[config.mk]
export PLATFORM = sky130hd
export DESIGN_NAME = regfile_write_arbiter
export DESIGN_NICKNAME = d
export VERILOG_FILES = /design/src/rtl/mips_pkg.sv /design/src/rtl/rr_arbiter2.sv /design/src/rtl/regfile_write_arbiter.sv
export SDC_FILE = /design/constraint.sdc
export NUM_CORES = 1
export LEC_CHECK = 0
export BUFFER_PORTS_ARGS = -buffer_cell sky130_fd_sc_hd__buf_2
export CAP_MARGIN = 20
export CORE_UTILIZATION = 51
export CTS_CLUSTER_DIAMETER = 40
export DETAILED_ROUTE_END_ITERATION = 7
export HOLD_SLACK_MARGIN = 0.1
export PLACE_DENSITY_LB_ADDON = 0.15
export RECOVER_POWER = 100
export SYNTH_ARGS = -nofsm -noshare
export SYNTH_HDL_FRONTEND = slang
export SYNTH_HIERARCHICAL = 1
export SYNTH_SLANG_ARGS = --single-unit
[constraint.sdc]
create_clock -name clk -period 6 [get_ports clk]
set_clock_uncertainty 0.15 [all_clocks]
set_input_delay 0.9 -clock clk [delete_from_list [all_inputs] [get_ports clk]]
set_output_delay 0.9 -clock clk [all_outputs]
set_load 0.005 [all_outputs]
[src/rtl/mips_pkg.sv]
// Shared types and constants for the register-file write-back path.
package mips_pkg;

    localparam int DEF_ADDR_W   = 5;
    localparam int DEF_DATA_W   = 32;
    localparam int NUM_WB_PORTS = 2;
    localparam int REG_ZERO     = 0;

    // Bit positions of each requester in request/grant vectors
    localparam int PORT_A = 0;
    localparam int PORT_B = 1;

    typedef logic [DEF_ADDR_W-1:0] reg_idx_t;
    typedef logic [DEF_DATA_W-1:0] word_t;

endpackage

[src/rtl/rr_arbiter2.sv]
// Two-input round-robin arbiter; the pointer hands priority to the loser after every grant.
module rr_arbiter2
    import mips_pkg::*;
(
    input  logic                    clk,
    input  logic                    rst_n,
    input  logic [NUM_WB_PORTS-1:0] i_req,
    output logic [NUM_WB_PORTS-1:0] o_grant,
    output logic                    o_prio_b
);

    logic                    r_prio_b;
    logic [NUM_WB_PORTS-1:0] w_grant;

    always_comb begin
        w_grant = '0;
        if (i_req[PORT_A] && (!i_req[PORT_B] || !r_prio_b)) begin
            w_grant[PORT_A] = 1'b1;
        end else if (i_req[PORT_B]) begin
            w_grant[PORT_B] = 1'b1;
        end
    end

    // Granting A moves priority to B and vice versa; idle cycles leave it alone
    always_ff @(posedge clk or negedge rst_n) begin
        if (!rst_n) begin
            r_prio_b <= 1'b0;
        end else if (|w_grant) begin
            r_prio_b <= w_grant[PORT_A];
        end
    end

    assign o_grant  = w_grant;
    assign o_prio_b = r_prio_b;

endmodule

[src/rtl/regfile_write_arbiter.sv]
// Shares the register-file write port between the ALU (A) and load (B) write-back paths.
// Define WB_FORWARD_EN to add the write-to-read bypass ports and mux.
module regfile_write_arbiter
    import mips_pkg::*;
#(
    parameter int DATA_W = 32,
    parameter int ADDR_W = 5,
    parameter int CNT_W  = 16
) (
    input  logic              clk,
    input  logic              rst_n,
    input  logic              ValidA,
    input  logic [ADDR_W-1:0] RegA,
    input  logic [DATA_W-1:0] DataA,
    output logic              ReadyA,
    input  logic              ValidB,
    input  logic [ADDR_W-1:0] RegB,
    input  logic [DATA_W-1:0] DataB,
    output logic              ReadyB,
    output logic [ADDR_W-1:0] WriteReg,
    output logic [DATA_W-1:0] WriteData,
    output logic              RegWriteActive,
    output logic [CNT_W-1:0]  ConflictCntA,
    output logic [CNT_W-1:0]  ConflictCntB
`ifdef WB_FORWARD_EN
    ,
    input  logic [ADDR_W-1:0] ReadRegister1,
    input  logic [ADDR_W-1:0] ReadRegister2,
    input  logic [DATA_W-1:0] RfData1,
    input  logic [DATA_W-1:0] RfData2,
    output logic [DATA_W-1:0] ReadData1,
    output logic [DATA_W-1:0] ReadData2
`endif
);

    logic [NUM_WB_PORTS-1:0] w_valid;
    logic [NUM_WB_PORTS-1:0] w_grant;
    logic                    w_prio_b;
    logic                    w_any_grant;
    logic [ADDR_W-1:0]       w_sel_reg;
    logic [DATA_W-1:0]       w_sel_data;

    logic                    r_we;
    logic [ADDR_W-1:0]       r_wreg;
    logic [DATA_W-1:0]       r_wdata;
    logic [CNT_W-1:0]        r_conflict_cnt [NUM_WB_PORTS];

    assign w_valid[PORT_A] = ValidA;
    assign w_valid[PORT_B] = ValidB;

    rr_arbiter2 u_arb (
        .clk      (clk),
        .rst_n    (rst_n),
        .i_req    (w_valid),
        .o_grant  (w_grant),
        .o_prio_b (w_prio_b)
    );

    assign ReadyA      = w_grant[PORT_A];
    assign ReadyB      = w_grant[PORT_B];
    assign w_any_grant = |w_grant;
    assign w_sel_reg   = w_grant[PORT_B] ? RegB  : RegA;
    assign w_sel_data  = w_grant[PORT_B] ? DataB : DataA;

    // Register-0 writes are accepted but never enable the write port
    always_ff @(posedge clk or negedge rst_n) begin
        if (!rst_n) begin
            r_we    <= 1'b0;
            r_wreg  <= '0;
            r_wdata <= '0;
        end else begin
            r_we <= w_any_grant && (w_sel_reg != ADDR_W'(REG_ZERO));
            if (w_any_grant) begin
                r_wreg  <= w_sel_reg;
                r_wdata <= w_sel_data;
            end
        end
    end

    assign RegWriteActive = r_we;
    assign WriteReg       = r_wreg;
    assign WriteData      = r_wdata;

    genvar gi;
    generate
        for (gi = 0; gi < NUM_WB_PORTS; gi++) begin : g_conflict
            // Saturating count of cycles this port waited on the other
            always_ff @(posedge clk or negedge rst_n) begin
                if (!rst_n) begin
                    r_conflict_cnt[gi] <= '0;
                end else if (w_valid[gi] && !w_grant[gi] &&
                             (r_conflict_cnt[gi] != {CNT_W{1'b1}})) begin
                    r_conflict_cnt[gi] <= r_conflict_cnt[gi] + CNT_W'(1);
                end
            end
        end
    endgenerate

    assign ConflictCntA = r_conflict_cnt[PORT_A];
    assign ConflictCntB = r_conflict_cnt[PORT_B];

`ifdef WB_FORWARD_EN
    logic [ADDR_W-1:0] w_rd_idx  [2];
    logic [DATA_W-1:0] w_rf_data [2];
    logic [DATA_W-1:0] w_fwd     [2];

    assign w_rd_idx[0]  = ReadRegister1;
    assign w_rd_idx[1]  = ReadRegister2;
    assign w_rf_data[0] = RfData1;
    assign w_rf_data[1] = RfData2;

    generate
        for (gi = 0; gi < 2; gi++) begin : g_fwd
            assign w_fwd[gi] = (r_we && (r_wreg == w_rd_idx[gi])) ? r_wdata : w_rf_data[gi];
        end
    endgenerate

    assign ReadData1 = w_fwd[0];
    assign ReadData2 = w_fwd[1];
`endif

    logic w_unused;
    assign w_unused = w_prio_b;

endmodule

==> summary.md <==
| Metric | Value |
|---|---|
| Largest net degree at the start of global routing | 80 |
| Gr ovfl total | 0 |
| Max clock buf depth | 2 |
| DR vias | 2,942 |
| Drt initial violations | ~220 |
| Total setup buffers inserted after CTS | 0 |
| Total wire length | just under 8 mm |
| Placer Congestion | slightly below 0.8 |
| Final Power | about 0.0013 W |
| Worst hold path class | flop to flop |
| Clock slew at reported path FFs | roughly 70 ps |
| Clk Latency, worst-skew pair | roughly 330 ps |
| Clock Sinks | about 70 |
| Cell Rows | 29 |
| Die area | a little over 0.007 mm² |
| Nets | between 500 and 600 |
| Syn Area/Cell | ~10 µm² |
| Synth Flop Type | dfrtp_1 |
| Hold_buf cts | 0 |
| R2R Setup Slk | roughly 2300 ps |
| Critical path endpoint category | flop |
| Vias/cell | 5.282 |
| Synthesized area | around 0.0035 mm² |
| Vias in the first global route | approximately 2,800 |
| CTS tree | built |
| Most frequent cells in the layout | 125 x buf_2, 71 x dfrtp_1, 46 x nand2_1, 42 x o21ai_0, 37 x mux2i_1 |
| Setup TNS | 0 ps |
| Yosys reg bits | 71 |
| First-pass GRT wire length | around 13 mm |
| Final min period | about 4000 ps |
| Sequential area share after synthesis | 51.28% |
| Worst slew margin | -82.33% |
| N_diodes | 0 |
| Num CTS Buffers | 9 |
| MaxCap Viol Count | 1 |
| Cells on worst reg2reg path | 4 |
| Total track usage | a little under a quarter |
| Post-synth EDFFs | 0 |
| Non-Filler Instances | between 500 and 600 |
| Required @ worst endpoint | 6070 ps |
| P_leak | 2.139 nW |
| Placed inst area | 0.004278 mm² |
| Startpoint types | input pin |
| Avg WL per Cell | approximately 14 µm |
| Pre-antenna DRT Iters | 6 |
| Worst Tran Pin Value | 2735 ps |
| Post-route antenna net violation count | 0 |
| Synth unique cells | 44 |
| Max Freq | 250.4 MHz |
| CP Class | input pin to flop |
| # port buffers | between 100 and 150 |
| Core Util, Final | 67.32% |
| Clock Tree Root | clkbuf_8 |
| Most common cell after layout, fill and taps aside | buf_2 |
| Design area | 0.004348 mm² |
| CP Data Arrival Time | around 4100 ps |
| Share of cells above drive strength 1 | between 30% and 40% |
| Sequential power share | 52.0% |
| Ports | 150 |
| Die Wd | roughly 84 µm |
| Syn Nets | 410 |
| Fin crit share | between 60% and 70% |
| Power density over the cells | slightly below 300 mW/mm² |
| Status | complete, but fails checks |
| Logic pwr share | between 20% and 30% |
| Final setup vio count | 0 |
| Async S/R FF share, synth | between 90% and 100% |
| Sw Ratio | between 30% and 40% |
| H-Tree Level Count | 3 |
| Placed cells | between 500 and 600 |
| CORE AREA | about 0.0065 mm² |
| CP Max Fanout | 39 |
| Starting density of the core | a little over half |
| DRC | 12 |
| NetSw | 0.0004119 W |
| Worst vdd ir | 0.0002109 V |
| Worst hold path cell count | 1 |
| Failing checks | DRC, capacitance limit, slew limit |
| Resize count post-CTS | 0 |
| Initial antenna violation count | 0 |
| Layout area overhead | 25.50% |
| HPWL Detailed | roughly 5.6 mm |
| Ys Warns | 6 |
| Unrepaired setup endpoints after global routing | no |
| Internal power | between 0.0008 and 0.0009 W |
| Cell count after synthesis | 330 |
| Hold Vio Cnt, Final | 0 |
| Clock share of power | 24.4% |
| Die Y | 84.42 µm |
| Max-slew violation total from the final report | 40 |
## layer usage
layer	vias up	global-route usage, %	wire length (µm)
met3	14	6.391	506
li1	1460	-	-
met1	1368	28.09	3495
met5	-	0	0
met2	100	38.15	3661
met4	0	9.707	143
## state kept, by name, indices dropped and copies added, names as in the netlist
name,count
WriteData,32
ConflictCntA,16
RegWriteActive,1
u_arb/o_prio_b,1
ConflictCntB,16
WriteReg,5
## layout make-up
class,count,area (µm²)
multi-input cells,237,1563
well taps,77,96.34
flip-flops and latches,71,1777
inverters,7,26.28
repair buffers,152,734.5
clock buffers,11,141.4
fillers,546,2111
clock inverters,2,10.01
## cell usage after synthesis (2+ instances only)
master | n | area [µm²]
dfrtp_1 | 71 | 1777
nand2_1 | 46 | 172.7
o21ai_0 | 42 | 210.2
mux2i_1 | 37 | 370.4
xor2_1 | 21 | 183.9
nor2_1 | 10 | 37.54
nor3_1 | 10 | 50.05
nand3_1 | 8 | 40.04
inv_1 | 7 | 26.28
nand4_1 | 7 | 43.79
nor4_1 | 7 | 43.79
buf_2 | 5 | 25.02
clkbuf_1 | 5 | 18.77
buf_1 | 4 | 15.01
mux2_2 | 4 | 45.04
nor2b_1 | 4 | 25.02
a21boi_0 | 3 | 22.52
a21oi_1 | 3 | 15.01
nand2b_1 | 3 | 18.77
nor3_2 | 3 | 30.03
a31oi_1 | 2 | 12.51
ha_1 | 2 | 25.02
nand4_2 | 2 | 25.02
or3_1 | 2 | 12.51
or4_4 | 2 | 22.52
xnor2_1 | 2 | 17.52
## power groups by stage
stage | clock [W] | combinational, W | sequential, W
6_report | 0.000314 | 0.000305 | 0.000669
5_1_grt | 0.000345 | 0.000342 | 0.000683
4_1_cts | 0.000323 | 0.000318 | 0.000669
3_5_place_dp | 0 | 0.000317 | 0.000676
3_3_place_gp | 0 | 0.000309 | 0.000671
2_1_floorplan | 0 | 0.000153 | 0.000670
## worst max-delay path, stage by stage
cell and delay [ps]:
clkbuf_1 150, a21boi_0 300, clkbuf_1 1970, mux2_2 470, mux2_2 260
## cell families after synthesis
group           synth area share, %
buf+inv                       2.600
compound gates                8.415
fa+ha+maj                    0.7222
mux                           12.42
xor+xnor                      5.815
simple gates                  18.74
flops                         51.28
## path summary, 6_finish.rpt
| kind | start | end |
|---|---|---|
| worst min register to register | ConflictCntA[15] | ConflictCntA[15] |
| worst max-delay path | ValidA | WriteReg[2] |
| worst min-delay path | ConflictCntA[15] | ConflictCntA[15] |
| worst max register to register | u_arb/o_prio_b | WriteReg[2] |
| min in group asynchronous | rst_n | ConflictCntB[12] |
| max in group asynchronous | rst_n | WriteData[14] |
## per-stage QoR
step	hold slack [ps]	worst slack [ps]
floorplan	334.4	3405
CTS	348.0	2938
global route	369.0	1850
finish	348.1	2006
global placement	329.2	2958
detailed placement	336.9	2939
Power figures use the tool's default switching activity.
